File: config.mk
export PLATFORM = sky130hd
export DESIGN_NAME = data_in_pad
export DESIGN_NICKNAME = d
export VERILOG_FILES = /design/src/rtl/data_in_pad_pkg.sv /design/src/rtl/pad_fifo.sv /design/src/rtl/data_in_pad.sv
export SDC_FILE = /design/constraint.sdc
export NUM_CORES = 1
export LEC_CHECK = 0
export CORE_MARGIN = 8
export CORE_UTILIZATION = 30
export CTS_CLUSTER_SIZE = 10
export DETAILED_ROUTE_END_ITERATION = 10
export PLACE_DENSITY = 0.56
export SYNTH_ARGS = -nofsm -noshare
export SYNTH_HDL_FRONTEND = slang
export SYNTH_HIERARCHICAL = 1
export SYNTH_SLANG_ARGS = --single-unit
export TNS_END_PERCENT = 30
File: constraint.sdc
create_clock -name clk -period 6.14 [get_ports clk]
set_clock_uncertainty 0.2 [all_clocks]
set_input_delay 1.228 -clock clk [delete_from_list [all_inputs] [get_ports clk]]
set_output_delay 1.228 -clock clk [all_outputs]
set_load 0.1 [all_outputs]
File: src/rtl/data_in_pad_pkg.sv
// Shared accelerator package: default parameters, FSM encoding and sizing helper
// used by the padded tile reader and its output FIFO.
package data_in_pad_pkg;

  localparam int DEF_DATA_W = 32;
  localparam int DEF_ADDR_W = 16;
  localparam int DEF_DIM_W  = 8;
  localparam int DEF_FIFO_D = 2;

  typedef enum logic [1:0] {
    ST_IDLE  = 2'd0,
    ST_RUN   = 2'd1,
    ST_DRAIN = 2'd2
  } pad_state_e;

  // Width needed to hold an occupancy count of 0..depth.
  function automatic int cnt_w(input int depth);
    return $clog2(depth + 1);
  endfunction

endpackage

File: src/rtl/pad_fifo.sv
// Small register FIFO holding {pad, last, data} entries for the tile reader.
// The producer never pushes into a full FIFO, so overflow is not handled here.
module pad_fifo
  import data_in_pad_pkg::*;
#(
  parameter int W = DEF_DATA_W + 2,
  parameter int D = DEF_FIFO_D
) (
  input  logic                  clk,
  input  logic                  rst,
  input  logic                  push_i,
  input  logic [W-1:0]          push_data_i,
  input  logic                  pop_i,
  output logic [W-1:0]          head_o,
  output logic                  empty_o,
  output logic [cnt_w(D)-1:0]   count_o
);

  localparam int CW = cnt_w(D);
  localparam int PW = (D > 1) ? $clog2(D) : 1;

  logic [W-1:0]  mem_q [D];
  logic [PW-1:0] wr_ptr_q;
  logic [PW-1:0] rd_ptr_q;
  logic [CW-1:0] count_q;
  logic          do_pop_s;

  function automatic logic [PW-1:0] ptr_inc(input logic [PW-1:0] p);
    if (p == PW'(D - 1)) begin
      return '0;
    end else begin
      return p + PW'(1);
    end
  endfunction

  assign do_pop_s = pop_i && (count_q != '0);

  // Storage, pointers and occupancy; push+pop together leaves the count unchanged.
  always_ff @(posedge clk or negedge rst) begin
    if (!rst) begin
      for (int i = 0; i < D; i++) begin
        mem_q[i] <= '0;
      end
      wr_ptr_q <= '0;
      rd_ptr_q <= '0;
      count_q  <= '0;
    end else begin
      if (push_i) begin
        mem_q[wr_ptr_q] <= push_data_i;
        wr_ptr_q        <= ptr_inc(wr_ptr_q);
      end
      if (do_pop_s) begin
        rd_ptr_q <= ptr_inc(rd_ptr_q);
      end
      if (push_i && !do_pop_s) begin
        count_q <= count_q + CW'(1);
      end else if (!push_i && do_pop_s) begin
        count_q <= count_q - CW'(1);
      end
    end
  end

  assign head_o  = mem_q[rd_ptr_q];
  assign empty_o = (count_q == '0);
  assign count_o = count_q;

endmodule

File: src/rtl/data_in_pad.sv
// Tile reader that scans a zero-padded (H+2P)x(W+2P) grid in raster order,
// fetching interior elements from memory and emitting a flagged element stream.
module data_in_pad
  import data_in_pad_pkg::*;
#(
  parameter int DATA_W = DEF_DATA_W,
  parameter int ADDR_W = DEF_ADDR_W,
  parameter int DIM_W  = DEF_DIM_W,
  parameter int FIFO_D = DEF_FIFO_D
) (
  input  logic              clk,
  input  logic              rst,
  input  logic              start,
  input  logic [DIM_W-1:0]  cfg_w,
  input  logic [DIM_W-1:0]  cfg_h,
  input  logic [1:0]        cfg_pad,
  input  logic [ADDR_W-1:0] cfg_base,
  output logic              mem_re,
  output logic [ADDR_W-1:0] mem_addr,
  input  logic [DATA_W-1:0] mem_rdata,
  output logic              out_valid,
  input  logic              out_ready,
  output logic [DATA_W-1:0] out_data,
  output logic              out_pad,
  output logic              out_last,
  output logic              busy,
  output logic              done
);

  localparam int CNT_W = DIM_W + 2;
  localparam int CW    = cnt_w(FIFO_D);
  localparam int FW    = DATA_W + 2;

  pad_state_e        state_q, state_d;
  logic              busy_q, busy_d;
  logic              done_q, done_d;
  logic [CNT_W-1:0]  r_q, c_q;
  logic [CNT_W-1:0]  rows_q, cols_q, p_q, w_end_q, h_end_q;
  logic [ADDR_W-1:0] ptr_q;
  logic              stage_valid_q, stage_pad_q, stage_last_q;

  logic [CNT_W-1:0]  cfg_w_s, cfg_h_s, cfg_p_s;
  logic              start_s, zero_job_s, issue_s, interior_s, last_s, pop_s;
  logic [CW:0]       occ_s;
  logic [CW-1:0]     fifo_count_s;
  logic              fifo_empty_s;
  logic [FW-1:0]     push_data_s;
  logic [FW-1:0]     head_s;

  assign cfg_w_s    = CNT_W'(cfg_w);
  assign cfg_h_s    = CNT_W'(cfg_h);
  assign cfg_p_s    = CNT_W'(cfg_pad);
  assign start_s    = (state_q == ST_IDLE) && start;
  assign zero_job_s = (cfg_w == '0) || (cfg_h == '0);

  // The stage slot counts as occupied so an issued element always finds room.
  assign occ_s      = (CW + 1)'(fifo_count_s) + (CW + 1)'(stage_valid_q);
  assign issue_s    = (state_q == ST_RUN) && (occ_s < (CW + 1)'(FIFO_D));
  assign interior_s = (r_q >= p_q) && (r_q < h_end_q) && (c_q >= p_q) && (c_q < w_end_q);
  assign last_s     = (r_q == rows_q - CNT_W'(1)) && (c_q == cols_q - CNT_W'(1));
  assign pop_s      = !fifo_empty_s && out_ready;

  assign mem_re   = issue_s && interior_s;
  assign mem_addr = mem_re ? ptr_q : '0;

  // Next-state logic; a zero-sized job completes straight from IDLE.
  always_comb begin
    state_d = state_q;
    busy_d  = busy_q;
    done_d  = 1'b0;
    case (state_q)
      ST_IDLE: begin
        if (start && zero_job_s) begin
          done_d = 1'b1;
        end else if (start) begin
          state_d = ST_RUN;
          busy_d  = 1'b1;
        end else begin
          state_d = ST_IDLE;
        end
      end
      ST_RUN: begin
        if (issue_s && last_s) begin
          state_d = ST_DRAIN;
        end else begin
          state_d = ST_RUN;
        end
      end
      ST_DRAIN: begin
        if (pop_s && head_s[DATA_W]) begin
          state_d = ST_IDLE;
          busy_d  = 1'b0;
          done_d  = 1'b1;
        end else begin
          state_d = ST_DRAIN;
        end
      end
      default: begin
        state_d = ST_IDLE;
        busy_d  = 1'b0;
      end
    endcase
  end

  always_ff @(posedge clk or negedge rst) begin
    if (!rst) begin
      state_q <= ST_IDLE;
      busy_q  <= 1'b0;
      done_q  <= 1'b0;
    end else begin
      state_q <= state_d;
      busy_q  <= busy_d;
      done_q  <= done_d;
    end
  end

  // Job register, raster counters and the interior address pointer.
  always_ff @(posedge clk or negedge rst) begin
    if (!rst) begin
      r_q     <= '0;
      c_q     <= '0;
      rows_q  <= '0;
      cols_q  <= '0;
      p_q     <= '0;
      w_end_q <= '0;
      h_end_q <= '0;
      ptr_q   <= '0;
    end else if (start_s) begin
      r_q     <= '0;
      c_q     <= '0;
      p_q     <= cfg_p_s;
      w_end_q <= cfg_w_s + cfg_p_s;
      h_end_q <= cfg_h_s + cfg_p_s;
      cols_q  <= cfg_w_s + (cfg_p_s << 1);
      rows_q  <= cfg_h_s + (cfg_p_s << 1);
      ptr_q   <= cfg_base;
    end else if (issue_s) begin
      if (c_q == cols_q - CNT_W'(1)) begin
        c_q <= '0;
        r_q <= r_q + CNT_W'(1);
      end else begin
        c_q <= c_q + CNT_W'(1);
      end
      // Interior elements are contiguous in raster order, so +1 suffices.
      if (interior_s) begin
        ptr_q <= ptr_q + ADDR_W'(1);
      end
    end
  end

  always_ff @(posedge clk or negedge rst) begin
    if (!rst) begin
      stage_valid_q <= 1'b0;
      stage_pad_q   <= 1'b0;
      stage_last_q  <= 1'b0;
    end else begin
      stage_valid_q <= issue_s;
      stage_pad_q   <= issue_s && !interior_s;
      stage_last_q  <= issue_s && last_s;
    end
  end

  assign push_data_s = {stage_pad_q, stage_last_q, (stage_pad_q ? {DATA_W{1'b0}} : mem_rdata)};

  pad_fifo #(
    .W (FW),
    .D (FIFO_D)
  ) u_fifo (
    .clk         (clk),
    .rst         (rst),
    .push_i      (stage_valid_q),
    .push_data_i (push_data_s),
    .pop_i       (pop_s),
    .head_o      (head_s),
    .empty_o     (fifo_empty_s),
    .count_o     (fifo_count_s)
  );

  assign out_valid = !fifo_empty_s;
  assign out_data  = fifo_empty_s ? {DATA_W{1'b0}} : head_s[DATA_W-1:0];
  assign out_last  = !fifo_empty_s && head_s[DATA_W];
  assign out_pad   = !fifo_empty_s && head_s[DATA_W+1];
  assign busy      = busy_q;
  assign done      = done_q;

endmodule

# After elaboration in Yosys (flattened, before gate mapping)
# Cells that the tools add are included.
# totals
regBits	157
inputBits	70
output_inout_bits	54
elab_cells	120
# classes
addsub	14
magnitude_cmp	8
n_eq_ne	7
n_mux	34
bitwise_logic	3
reduce_logical	35
# op_table
operator	count
$mux W34	4
$bwmux W68	1
$mux W16	4
$mux W32	2
$mux W10	6
$demux W34 S1	1
$add A10 B1 Y10 const B	2
$eq A10 B10 Y1	2
$ge A10 B2 Y1	2
$lt A10 B10 Y1	2
$sub A10 B1 Y10 const B	2
$add A8 B2 Y9	2
$add A8 B3 Y9	2
$logic_and A1 B1 Y1	18
$add A16 B1 Y16 const B	1
$logic_not A8 Y1	2
$mux W2	5
$reduce_bool A2 Y1	5
$mux W1	8
$ne A2 B2 Y1 const B	3
$pmux W2 S3	1
$ge A2 B2 Y1 const B	2
$logic_not A1 Y1	4
$logic_not A2 Y1	2
other kinds (15)	18

# Depth between registers and ports, before layout
# Gate-level depths: netlist of run 1.
# logic_depth
word_depth	7
depth_mapped	12
ltp_nobuf	11

# Cells and area by module
# Netlist of run 1, hierarchy kept.
# by_module_without_submodules
mod	instances	cells_each	area_per_inst_um2	seq_area_each_um2
data_in_pad	1	723	5914.4	2026.9
pad_fifo	1	196	3271.9	1801.7

# Least setup slack after synthesis of run 1
# Ideal clock, no wire load.
# synth_timing
kind	reg-to-output
startpoint	register r_q[7]
endpoint	output mem_addr[10]
t_arrival_ns	3.683
t_required_ns	4.712
path_slack_ns	1.029
stages_incl_launch_ff	11
n_path_buf	1
cell_sequence	dfrtp_1 -> ha_1 -> a21o_1 -> a22oi_1 -> and3_1 -> o2111ai_1 -> nor2_1 -> nand2_1 -> clkinv_1 -> clkbuf_1 -> and2_1
# synth_via
elab_chain_cells	6
word_cells_on_any_way	7
classes_between	order compare: 2; mux: 1; reduce/logical: 4
# synth_rtl
element	line	text
from (decl)	data_in_pad.sv:37	logic [CNT_W-1:0] r_q, c_q;
from (signal assigned)	data_in_pad.sv:140	r_q <= r_q + CNT_W'(1);
$ge A10 B2 Y1 / $lt A10 B10 Y1 (equally long branches)	data_in_pad.sv:59	assign interior_s = (r_q >= p_q) && (r_q < h_end_q) && (c_q >= p_q) && (c_q < w_end_q);
$logic_and A1 B1 Y1 * (3 in series)	data_in_pad.sv:59	
$logic_and A1 B1 Y1 *	data_in_pad.sv:63	assign mem_re = issue_s && interior_s;
via mem_re	data_in_pad.sv:18	output logic mem_re,
$mux W16 *	data_in_pad.sv:64	assign mem_addr = mem_re ? ptr_q : '0;
to (decl)	data_in_pad.sv:19	output logic [ADDR_W-1:0] mem_addr,
# Mark *: on every way through the listed nets, which the timed path passes. The rest lies on a longest branch.

# Worst setup path in the final report of run 1
# layout_timing
startpoint	register r_q[7]
endpoint	output mem_addr[9]
# layout_via
elab_chain_cells	6
word_cells_on_any_way	7
classes_between	order compare: 2; mux: 1; reduce/logical: 4
# layout_rtl
element	line
$ge A10 B2 Y1 / $lt A10 B10 Y1 (equally long branches)	data_in_pad.sv:59
$logic_and A1 B1 Y1 * (3 in series)	data_in_pad.sv:59
$logic_and A1 B1 Y1 *	data_in_pad.sv:63
$mux W16 *	data_in_pad.sv:64
# Every way passes the cells marked *; elsewhere a longest branch is shown, timed or not.

==> results.txt, run 1 <==
* Result of the run: finished, final reports clean
* Buffer depth of the longest clock path: 2
* Clock buffers created by TritonCTS: 17
- Final worst path period need: 5160 ps
- The most critical setup path has its startpoint at r_q[7]$_DFFE_PN0P_.
* Leftover overflow at the end of global routing: 0
- Mean instance size in the synthesized netlist: 10.0 um2
* Worst-path maximum fanout: 8
* Gr usage total: 13.3%
- Sequential cells were found to cover 41.7% of the synthesized design area.
- For this design the ratio of total power to cell area is 209 nW/um2.
- Worst flop-to-flop path startpoint: cols_q[0]$_DFFE_PN0P_
- The routed layout has 6,896 vias.
* Cts repair resizes: 0
- Endpoint kind of the worst setup timing path: primary output
- Metal3 WL: 1010 um
- Buffers inserted to repair hold after CTS numbered 0.
- Row generation in the floorplan step produced 64 rows.
* Req. time, crit path: 4710 ps
* First drt pass iteration count: 5
- In the routed design, unresolved DRC markers number 0.
* Min-Delay Startpoint: w_end_q[3]$_DFFE_PN0P_
- Top Metal Used: met4
- Postcts setup bufs: 0
* Synthesized flop and latch total: 153
* Antenna Cells: 0
- Setup repair after global routing left no endpoint under its margin.
* Fraction of final layout cells sized beyond drive strength 1: 16.6%
* Type of the worst min-delay path: reg -> reg
* Total clock sinks: 153
- Global-route wire length before repair: 38,700 um
- Transition time of the tightest slew-check pin: 1080 ps
- For this run, the post-layout net count is 1,134.
* Total wirelength of the detailed-routed design: 24,000 um
- The core region is 30,300 um2.
- Among all flip-flop cells after synthesis, the most frequent one is sky130_fd_sc_hd__dfrtp_1.
- The count of nets left with antenna violations once routing finished came out at 0.
* Final cycle utilization of the critical path: 84.0%
* Setup TNS after final layout: 0 ps
* WL met2: 10,800 um
- Fraction of post-synthesis cell area in the top cell type by area: 41.7%
* Cell accounting for the most synthesized area: sky130_fd_sc_hd__dfrtp_1
- Worst-Skew Late Latency: 430 ps
- The synthesized design contains 0 enable-type register cells.
- Min setup slack post-route: 984 ps
- During placement, the flow inserted port buffers numbering 123.
* Relative slew margins: 28.0%
* Final weighted congestion in routability-driven placement: 0.830
- For this run, the number of Yosys warnings is 6.
* Clock transition at the registers of the reported paths: 60 ps
* Detailed placement HPWL: 17,000 um
- The die covers 36,500 um2.
- Timing analysis after detailed placement gives a worst setup slack of 1450 ps.
- Nets in the synthesized netlist: 1,027
- P_leak: 4.88 nW
* Post-placement cell count: 1,403
* Ports placed on the boundary: 124
* Via count of the first global-routing pass: 7,093
- Initial DRC count: 318
- After detailed routing, the wire length on met1 is 12,000 um.
- In the synthesized netlist, the cells that appear most often are 153 x sky130_fd_sc_hd__dfrtp_1, 84 x sky130_fd_sc_hd__nand2_1, 74 x sky130_fd_sc_hd__mux2_2, 71 x sky130_fd_sc_hd__nor2b_1, 60 x sky130_fd_sc_hd__nor2_1.
* Cell at the root of the clock tree: sky130_fd_sc_hd__clkbuf_16
* Final setup violation count: 0
- Top area cells in the synthesized netlist: sky130_fd_sc_hd__dfrtp_1 42%, sky130_fd_sc_hd__mux2_2 9.1%, sky130_fd_sc_hd__mux2_4 4.9%
- Dividing the detail-routed wire length by the instance count gives 16.7 um.
* Largest net degree at the start of global routing: 85
* Fin. max-slew vios: 0
* Number of antenna violations at the first check in global routing: 0
- In the post-synthesis netlist, the cell with the most instances is sky130_fd_sc_hd__dfrtp_1.
- Vias/cell: 4.81
* Clock tree from TritonCTS: built
- Horiz. Die Dim: 191 um
- Vertical extent of the die: 191 um
* Max Clock Freq: 194 MHz
* Yosys cell types: 64
- The cell count after synthesis came out at 919.
- The initial utilization of the core area, before any placement, comes to 30.3%.
- IR analysis of the VDD net gives a maximum drop of 0.203 mV.
* Cell area after synthesis: 9190 um2
- Fillers: 3,073
- Crit path kind: reg -> out
- After synthesis, the share of flip-flops with an asynchronous set or reset is 100%.
* Number of hold violations in the final report: 0
- At the worst endpoint, the arrival time is 3730 ps.
* Depth of the CTS H-tree: 4
- Final non-filler cell total: 1,435
- The tool flagged a number of max-cap violations equal to 0.
- The worst setup path is launched from a flip-flop.
- At the end of the flow the core is filled with cells to 37.2%.
- Synth-to-layout area growth: 22.8%
[metrics by stage]
step                      hold WS [ps]  power (mW)  area, um2
after floorplan                    240        1.22       9190
after global placement             264        1.33      10700
after detailed placement           270        1.33      10700
after CTS                          284        2.39      11300
after global routing               303        2.47      11300
final                              275        2.36      11300
[routing by layer]
layer	global-route usage [%]	vias to the layer above
met5	0	-
met4	2.98	0
met3	3.03	9
met2	21.2	128
met1	18.2	3375
li1	-	3384
[cells by family after synthesis]
kind of cell / synth area share [%]
compound gates: 8.68
xor+xnor: 6.01
fa+ha+maj: 5.50
buf+inv: 4.92
flops: 41.7
mux: 14.4
simple gates: 18.8
[power breakdown]
part / internal (mW) / switching (mW)
sequential: 1.04 / 0.0357
clock: 0.601 / 0.445
combinational: 0.115 / 0.116
[layout by cell type, fill, tap and decap left out, types with 3 or more instances in the layout]
cell and n:
sky130_fd_sc_hd__nand3_1 24, sky130_fd_sc_hd__clkbuf_16 17, sky130_fd_sc_hd__nor3_1 14, sky130_fd_sc_hd__mux2_4 30
sky130_fd_sc_hd__mux2_2 74, sky130_fd_sc_hd__nor4_1 12, sky130_fd_sc_hd__o21ai_0 50, sky130_fd_sc_hd__a22o_1 3
sky130_fd_sc_hd__nor2b_1 71, sky130_fd_sc_hd__mux2i_1 4, sky130_fd_sc_hd__ha_1 34, sky130_fd_sc_hd__a21oi_1 21
sky130_fd_sc_hd__nand2b_1 3, sky130_fd_sc_hd__a31oi_1 10, sky130_fd_sc_hd__inv_1 48, sky130_fd_sc_hd__xnor2_1 36
sky130_fd_sc_hd__dfrtp_1 153, sky130_fd_sc_hd__o31ai_1 7, sky130_fd_sc_hd__o211ai_1 3, sky130_fd_sc_hd__clkinvlp_4 3
sky130_fd_sc_hd__clkdlybuf4s50_1 109, sky130_fd_sc_hd__or3_1 9, sky130_fd_sc_hd__fa_1 4, sky130_fd_sc_hd__nand4_1 15
sky130_fd_sc_hd__a21o_1 10, sky130_fd_sc_hd__or4_1 3, sky130_fd_sc_hd__nand2_1 84, sky130_fd_sc_hd__and3_1 6
sky130_fd_sc_hd__nor2_1 58, sky130_fd_sc_hd__xor2_1 27, sky130_fd_sc_hd__buf_4 23, sky130_fd_sc_hd__and2_1 14
sky130_fd_sc_hd__a31o_2 4, sky130_fd_sc_hd__clkinv_2 4, sky130_fd_sc_hd__inv_6 4
[sequential cells by signal, indices dropped and copies added (netlist names), 2 cells and up]
| name | flops |
|---|---|
| u_fifo/mem_q | 68 |
| ptr_q | 16 |
| c_q | 10 |
| r_q | 10 |
| cols_q | 9 |
| h_end_q | 9 |
| rows_q | 9 |
| w_end_q | 9 |
| p_q | 2 |
| state_q | 2 |
| u_fifo/count_o | 2 |
[final timing paths]
path	slack, ps	cells after the start	endpoint
hold reg to reg	270	2	w_end_q[3]$_DFFE_PN0P_
setup reg to reg	2280	8	state_q[0]$_DFFE_PN0N_
hold / removal	270	2	w_end_q[3]$_DFFE_PN0P_
setup / recovery	980	9	mem_addr[9]
min in group asynchronous	630	1	u_fifo/mem_q[38]$_DFFE_PN0P_
max in group asynchronous	4020	2	u_fifo/mem_q[59]$_DFFE_PN0P_
[worst max-delay path, stage by stage (launching register included)]
cell                              delay (ps)
sky130_fd_sc_hd__dfrtp_1                 460
sky130_fd_sc_hd__ha_1                    350
sky130_fd_sc_hd__a21o_1                  180
sky130_fd_sc_hd__a22oi_1                 170
sky130_fd_sc_hd__and3_1                  200
sky130_fd_sc_hd__o2111ai_1               210
sky130_fd_sc_hd__nor2_1                  220
sky130_fd_sc_hd__nand2_1                 210
sky130_fd_sc_hd__nor2_1                  160
sky130_fd_sc_hd__clkdlybuf4s50_1        1150
[layout make-up]
class / instances / area, um2 / share of cell area [%]
Clock buffer: 18 / 429 / 3.81
Clock inverter: 14 / 146 / 1.30
Inverter: 50 / 188 / 1.66
Multi-Input combinational cell: 671 / 4920 / 43.6
Sequential cell: 153 / 3830 / 33.9
Tap cell: 396 / 495 / 4.39
Timing Repair Buffer: 133 / 1270 / 11.3
No activity file was read; power rests on OpenSTA's default activity.
==> run 2, diff against run 1 <==
==> constraint.sdc (replaced) <==
create_clock -name clk -period 5 [get_ports clk]
set_clock_uncertainty 0.2 [all_clocks]
set_input_delay 1 -clock clk [delete_from_list [all_inputs] [get_ports clk]]
set_output_delay 1 -clock clk [all_outputs]
set_load 0.1 [all_outputs]
==> run 2 against run 1 <==
Effect of this change:
- final area increased by 0.56%
- highest routed layer unchanged
- clock power up 21%
- register-to-register slack worse by 810 ps
- die area unchanged
- worst setup slack got worse by 590 ps
- worst hold slack improved by 8.0 ps
- global-route usage fell by 0.15 points
==> results.txt, run 2 (same netlist as run 1, synthesis figures left out) <==
* Result of the run: finished, final reports clean
- For this run, the top clock speed supported by timing is 217 MHz.
- In this run the most critical hold path is launched from w_end_q[7]$_DFFE_PN0P_.
- Setup repair after global routing left no endpoint under its margin.
- CP startpoint kind: flip-flop
- Ports placed on the boundary: 124
* Biggest register: u_fifo/mem_q
- Final #Nets: 1,135
- Total clock sinks: 153
* Register share of total power: 46.0%
- The number of setup buffers added after CTS is 0.
- Via count of the first global-routing pass: 7,136
- In the routed design, unresolved DRC markers number 0.
- Horiz. Die Dim: 191 um
* Most frequent cells in the layout: 153 x sky130_fd_sc_hd__dfrtp_1, 84 x sky130_fd_sc_hd__nand2_1, 74 x sky130_fd_sc_hd__mux2_2, 71 x sky130_fd_sc_hd__nor2b_1, 71 x sky130_fd_sc_hd__clkdlybuf4s50_1
- Counting the buffers created by CTS gives 17.
* Worst Path Arrival: 3410 ps
- Crit path kind: reg -> out
* Final setup violation count: 0
- Number of hold-repair buffers added at the cts stage: 0
- Buffers placed on the I/O ports in this run total 123.
- Number of antenna violations at the first check in global routing: 0
- The worst register-to-register path begins at c_q[0]$_DFFE_PN0P_.
* Worst stage delay on the critical path: 480 ps
- Initial DRC count: 278
* Relative slew margins: 29.1%
- Vias/cell: 4.80
- In this run the vertical extent of the chip is 191 um.
* Top cell family by delay on the critical path: simple AND/OR/NAND/NOR gates
- Of all nets on the critical path, the largest fanout is 12.
* CP Buf/Inv Count: 3
* ANT nets after route: 0
- Largest registers: u_fifo/mem_q x68, ptr_q x16
* Global-route wire length before repair: 38,700 um
- Routed vias: 6,899
* Cell at the root of the clock tree: sky130_fd_sc_hd__clkbuf_16
- Routed signal wires occupy layers up through met4.
* Reg-to-reg setup timing slack: 1470 ps
* Pwr Total: 2.88 mW
* WL met1: 11,600 um
* Terminus of the critical flop-to-flop path: ptr_q[13]$_DFFE_PN0P_
- Clock transition at the registers of the reported paths: 60 ps
- Metal3 WL: 1210 um
- Fraction of power consumed by combinational cells: 9.8%
- Slowest-stage cell, CP: sky130_fd_sc_hd__dfrtp_1
* P_leak: 5.00 nW
- Switching power: 0.722 mW
- The min-delay analysis places its worst path in the category reg -> reg.
- Before CTS, the worst setup slack after placement is 860 ps.
* Net switching fraction of the power: 25.0%
- The repair_antennas step left the layout with diodes totalling 0.
- At the worst endpoint, the required time is 3800 ps.
* Worst ir drop on vdd: 0.237 mV
- Max-cap violations in this run came to 0.
- Average wire per cell in the routed design: 16.5 um
* Final weighted congestion in routability-driven placement: 0.790
- Gr usage total: 13.2%
- For this design the ratio of total power to cell area is 254 nW/um2.
- Endpoint kind of the worst setup timing path: primary output
- Worst hold path endpoint: w_end_q[7]$_DFFE_PN0P_
* Die Outline Area: 36,500 um2
- For the pin with the worst max-slew slack, the measured transition is 1060 ps.
- Depth of the CTS H-tree: 4
* Cell-by-cell trace of the critical path: inv_1 > ha_1 > nand2b_1 > a2111oi_0 > nand4_1 > o2111ai_1 > nor2_1 > nand2_1 > clkinv_1 > and2_1 > buf_12
- The number of endpoints with negative hold slack in the final report came to 0.
* Leading cell type in the layout, fill and taps excluded: sky130_fd_sc_hd__dfrtp_1
- Summed over all nets, the half-perimeter wirelength after detailed placement is 17,000 um.
- Leftover overflow at the end of global routing: 0
- Worst-Skew Late Latency: 420 ps
* Fin. max-slew vios: 0
- After routing, the total negative slack on setup checks comes to 0 ps.
* Final cycle utilization of the critical path: 92.1%
- The internal power of the cells totals 2.16 mW.
- Entering global routing, the biggest net connects 93 pins.
- WL met2: 10,800 um
- Effective utilization at floorplan: 30.3%
* First drt pass iteration count: 4
- In this run, the clock network consumes 44.2% of the power.
- Min setup slack post-route: 393 ps
* Synth-to-layout area growth: 23.5%
* Flip-flop count of the largest register, all copies and words added: 68
- The longest clock path from root to sink contains 2 buffers.
- The worst hold path passes through 2 cells.
* # rows: 64
- After layout, the minimum clock period comes to 4610 ps.
- In the final layout, the share of cells above drive strength 1 is 20.3%.
* Number of cells on the worst reg-to-reg path: 12
- The core region is 30,300 um2.
- The number of gates resized after CTS was 0.
- Clock tree from TritonCTS: built
* Fillers: 3,081
- Total wirelength of the detailed-routed design: 23,800 um
## run 2: cell types whose count changed in the layout (fill, tap and decap cells not counted), sizes merged
cell | previous run | this run
buf | 24 | 63
clkdlybuf4s50 | 109 | 71
clkinv | 7 | 8
inv | 52 | 51
## run 2: metal layers
layer  global-route usage, %  up-vias
met5                       0        -
met4                    3.25        0
met3                    2.94       13
met2                    21.0      139
met1                    17.9     3361
li1                        -     3386
## run 2: area by class of cell
cell class	instances	area (um2)	area share (%)
inverter	50	188	1.65
timing repair buffer	134	1340	11.8
tap	396	495	4.37
multi-input combinational	671	4920	43.3
clock inverter	14	146	1.29
sequential	153	3830	33.8
clock buffer	18	429	3.78
## run 2: worst max-delay path by stage
| stage | startpoint | end | slack (ps) | depth (start not counted) |
|---|---|---|---|---|
| 5_1_grt | c_q[0]$_DFFE_PN0P_ | mem_addr[2] | 110 | 11 |
| 6_report | c_q[0]$_DFFE_PN0P_ | mem_addr[7] | 390 | 11 |
| 3_3_place_gp | c_q[0]$_DFFE_PN0P_ | mem_addr[7] | 950 | 11 |
| 3_5_place_dp | c_q[0]$_DFFE_PN0P_ | mem_addr[7] | 860 | 11 |
| 2_1_floorplan | r_q[7]$_DFFE_PN0P_ | mem_addr[10] | 120 | 10 |
| 4_1_cts | c_q[0]$_DFFE_PN0P_ | mem_addr[7] | 370 | 11 |
## run 2: per-stage QoR
step                      instances  hold WS [ps]  cell area [um2]  utilization, %
after floorplan                 919           240             9190               -
after global placement         1404           265            10800            35.5
after detailed placement       1404           274            10800            35.5
after CTS                      1436           289            11300            37.4
after global routing           1436           305            11300            37.4
final                          1436           283            11300            37.4
## run 2: worst register-to-register path, cell delays in order (launching register included)
cell and delay [ps]:
sky130_fd_sc_hd__dfrtp_1 480, sky130_fd_sc_hd__inv_1 100, sky130_fd_sc_hd__ha_1 290, sky130_fd_sc_hd__nand2b_1 140, sky130_fd_sc_hd__a2111oi_0 450, sky130_fd_sc_hd__nand4_1 180
sky130_fd_sc_hd__o2111ai_1 200, sky130_fd_sc_hd__nor2_1 120, sky130_fd_sc_hd__nand2_1 240, sky130_fd_sc_hd__clkinv_1 320, sky130_fd_sc_hd__buf_4 310, sky130_fd_sc_hd__nor3b_1 160
sky130_fd_sc_hd__o31a_1 230
## run 2: power by group through the flow
stage	Clock (mW)	Sequential [mW]	Combinational, mW
after floorplan	0	1.33	0.166
after global placement	0	1.35	0.281
after detailed placement	0	1.35	0.284
after CTS	1.31	1.33	0.287
after global routing	1.36	1.33	0.323
final	1.27	1.33	0.282
==> run 3, diff against run 2 <==
--- a/config.mk
+++ b/config.mk
@@ -9,9 +9,9 @@
 export CORE_UTILIZATION = 30
 export CTS_CLUSTER_SIZE = 10
 export DETAILED_ROUTE_END_ITERATION = 10
-export PLACE_DENSITY = 0.56
+export DONT_BUFFER_PORTS = 1
+export PLACE_DENSITY = 0.51
 export SYNTH_ARGS = -nofsm -noshare
 export SYNTH_HDL_FRONTEND = slang
 export SYNTH_HIERARCHICAL = 1
 export SYNTH_SLANG_ARGS = --single-unit
-export TNS_END_PERCENT = 30
==> run 3 against run 2 <==
Effect of this change:
- via count decreased by 4.2%
- highest routed layer unchanged
- sequential cell count unchanged
- worst hold slack got worse by 220 ps
- wire length decreased by 2.4%
- core utilization decreased by 2.0 points
- sequential share of layout area increased by 1.9 points
- register-to-register slack got worse by 100 ps
- final area decreased by 5.4%
- non-clock buffer count decreased by 75
- sequential power about the same
==> results.txt, run 3 (same netlist as run 1, synthesis figures left out) <==
- By startpoint and endpoint, the worst setup path is classified as reg -> out.
* Reg-to-reg setup timing slack: 1370 ps
- Setup slack on the critical path of the routed design comes to 262 ps.
* Routed vias: 6,608
- Cell-by-cell trace of the critical path: inv_1 > ha_1 > nand2b_1 > a2111oi_0 > nand4_1 > o2111ai_1 > nor2_1 > nand2_1 > clkinvlp_4 > and2_1 > buf_12
- Detailed placement HPWL: 16,200 um
- In this run the remaining antenna-violating nets after routing total 0.
- Final worst path period need: 4740 ps
- The first routing iteration left 258 violations.
- Max Clock Freq: 211 MHz
* Number of antenna violations at the first check in global routing: 1
- Flip-flop count of the largest register, all copies and words added: 68
- Worst-Skew Late Latency: 430 ps
- For this configuration, the core starts out at a cell density of 30.3%.
- In this run the deepest clock path goes through 2 buffers.
- Worst ir drop on vdd: 0.220 mV
- Input/output buffers: 0
- On the critical path, the stage with the largest delay is an instance of sky130_fd_sc_hd__dfrtp_1.
- More flip-flops sit in one register than any other, and that register is u_fifo/mem_q.
- Relative slew margins: 25.4%
- Number of max-cap violations: 0
* Via count of the first global-routing pass: 6,785
- Leading cell type in the layout, fill and taps excluded: sky130_fd_sc_hd__dfrtp_1
- On the critical path the largest part of the delay comes from simple AND/OR/NAND/NOR gates.
- CP startpoint kind: flip-flop
- The number of endpoints with negative hold slack in the final report was 0.
* Postcts setup bufs: 0
- Die Outline Area: 36,500 um2
- The run finished with clean final reports.
* Leftover overflow at the end of global routing: 0
* Clock transition at the registers of the reported paths: 70 ps
- In this run the count of I/O pins placed on the die edge is 124.
- Vertical extent of the die: 191 um
- CP Buf/Inv Count: 3
- Transition time of the tightest slew-check pin: 1100 ps
- The first detailed-routing pass took 5 iterations.
- The tree is rooted in a sky130_fd_sc_hd__clkbuf_16.
- For this design the static power due to leakage is 4.71 nW.
- Type of the worst min-delay path: in -> async
- Worst stage delay on the critical path: 470 ps
- Final cycle utilization of the critical path: 94.8%
- Dividing the detail-routed wire length by the instance count gives 17.0 um.
- For the worst setup path, the data required time is 3800 ps.
- Depth of the CTS H-tree: 4
- Setup repair after global routing left no endpoint under its margin.
- Setup Slack @ Placement: 626 ps
- Worst flop-to-flop path startpoint: c_q[0]$_DFFE_PN0P_
* Core Footprint: 30,300 um2
* Endpoint kind of the worst setup timing path: primary output
- Final #Nets: 1,060
- Summed over all layers, the routed wires come to 23,200 um.
* Fraction of final layout cells sized beyond drive strength 1: 25.8%
- Clock tree from TritonCTS: built
* Power per Cell Area: 270 nW/um2
* Detailed-route DRC error count: 0
- Fillers: 3,061
* Final weighted congestion in routability-driven placement: 0.791
* Gr usage total: 13.0%
- Fin. max-slew vios: 0
- Total clock sinks: 153
- Entering global routing, the biggest net connects 154 pins.
- Pwr Total: 2.90 mW
- After detailed routing, the number of vias per cell comes to 4.85.
* Synth-to-layout area growth: 16.8%
* Clock buffers created by TritonCTS: 17
- Final setup violation count: 0
* Terminus of the critical flop-to-flop path: ptr_q[13]$_DFFE_PN0P_
- Number of cells on the worst reg-to-reg path: 12
- The first global-routing pass estimated 37,700 um of wire.
- In this run the core area contains 64 standard-cell rows.
* Worst Path Arrival: 3540 ps
- Most frequent cells in the layout: 153 x sky130_fd_sc_hd__dfrtp_1, 84 x sky130_fd_sc_hd__nand2_1, 74 x sky130_fd_sc_hd__mux2_2, 52 x sky130_fd_sc_hd__nor2_1, 50 x sky130_fd_sc_hd__o21ai_0
- Setup TNS after final layout: 0 ps
* Worst-path maximum fanout: 14
- Horiz. Die Dim: 191 um
- In the final layout, the registers with the most flip-flops are u_fifo/mem_q x68, ptr_q x16.
- Utilization of the core after routing: 35.4%
[run 3: worst max-delay path by stage]
stage,startpoint,end,depth (start not counted)
final,c_q[0]$_DFFE_PN0P_,mem_addr[2],11
after global routing,c_q[0]$_DFFE_PN0P_,mem_addr[2],11
after CTS,c_q[0]$_DFFE_PN0P_,mem_addr[2],11
after detailed placement,c_q[0]$_DFFE_PN0P_,mem_addr[2],11
after global placement,c_q[0]$_DFFE_PN0P_,mem_addr[1],11
after floorplan,r_q[7]$_DFFE_PN0P_,mem_addr[10],10
[run 3: repair_timing]
item / 4_1_cts / 5_1_grt
resized for setup: 0 / 1
hold endpoints to repair: 0 / 0
hold buffers: 0 / 0
endpoints found under the setup margin: 0 / 10
[run 3: layout make-up]
class	instances	area (um2)	area share, %
Multi-Input combinational cell	671	5020	46.8
Clock buffer	18	439	4.09
Inverter	50	191	1.78
Clock inverter	14	185	1.73
Sequential cell	153	3830	35.7
Antenna cell	1	2.50	0.0233
Tap cell	396	495	4.62
Timing Repair Buffer	59	568	5.29
[run 3: worst register-to-register path: stages (launching register included)]
cell and delay, ps:
sky130_fd_sc_hd__dfrtp_1 470, sky130_fd_sc_hd__inv_1 90, sky130_fd_sc_hd__ha_1 280, sky130_fd_sc_hd__nand2b_1 140, sky130_fd_sc_hd__a2111oi_0 460, sky130_fd_sc_hd__nand4_1 180, sky130_fd_sc_hd__o2111ai_1 240, sky130_fd_sc_hd__nor2_1 140
sky130_fd_sc_hd__nand2_1 350, sky130_fd_sc_hd__clkinvlp_4 330, sky130_fd_sc_hd__buf_4 270, sky130_fd_sc_hd__nor3b_1 150, sky130_fd_sc_hd__o31a_1 230
[run 3: layer usage]
| layer | vias up | track usage [%] | part of all wire, % |
|---|---|---|---|
| met5 | - | 0 | 0 |
| met1 | 3218 | 17.2 | 48 |
| met3 | 17 | 3.58 | 5.5 |
| li1 | 3228 | - | - |
| met2 | 145 | 20.0 | 45 |
| met4 | 0 | 4.47 | 1.6 |
[run 3: where the power goes]
group / switching (mW) / internal (mW) / total (mW)
Clock: 0.571 / 0.812 / 1.38
Combinational: 0.0969 / 0.0948 / 0.192
Sequential: 0.0432 / 1.28 / 1.32
[run 3: per-stage QoR]
step,hold slack (ps),area [um2],instances
global route,24.9,10700,1362
CTS,33.0,10700,1361
global placement,266,10100,1329
floorplan,240,9190,919
finish,59.9,10700,1362
detailed placement,272,10100,1329
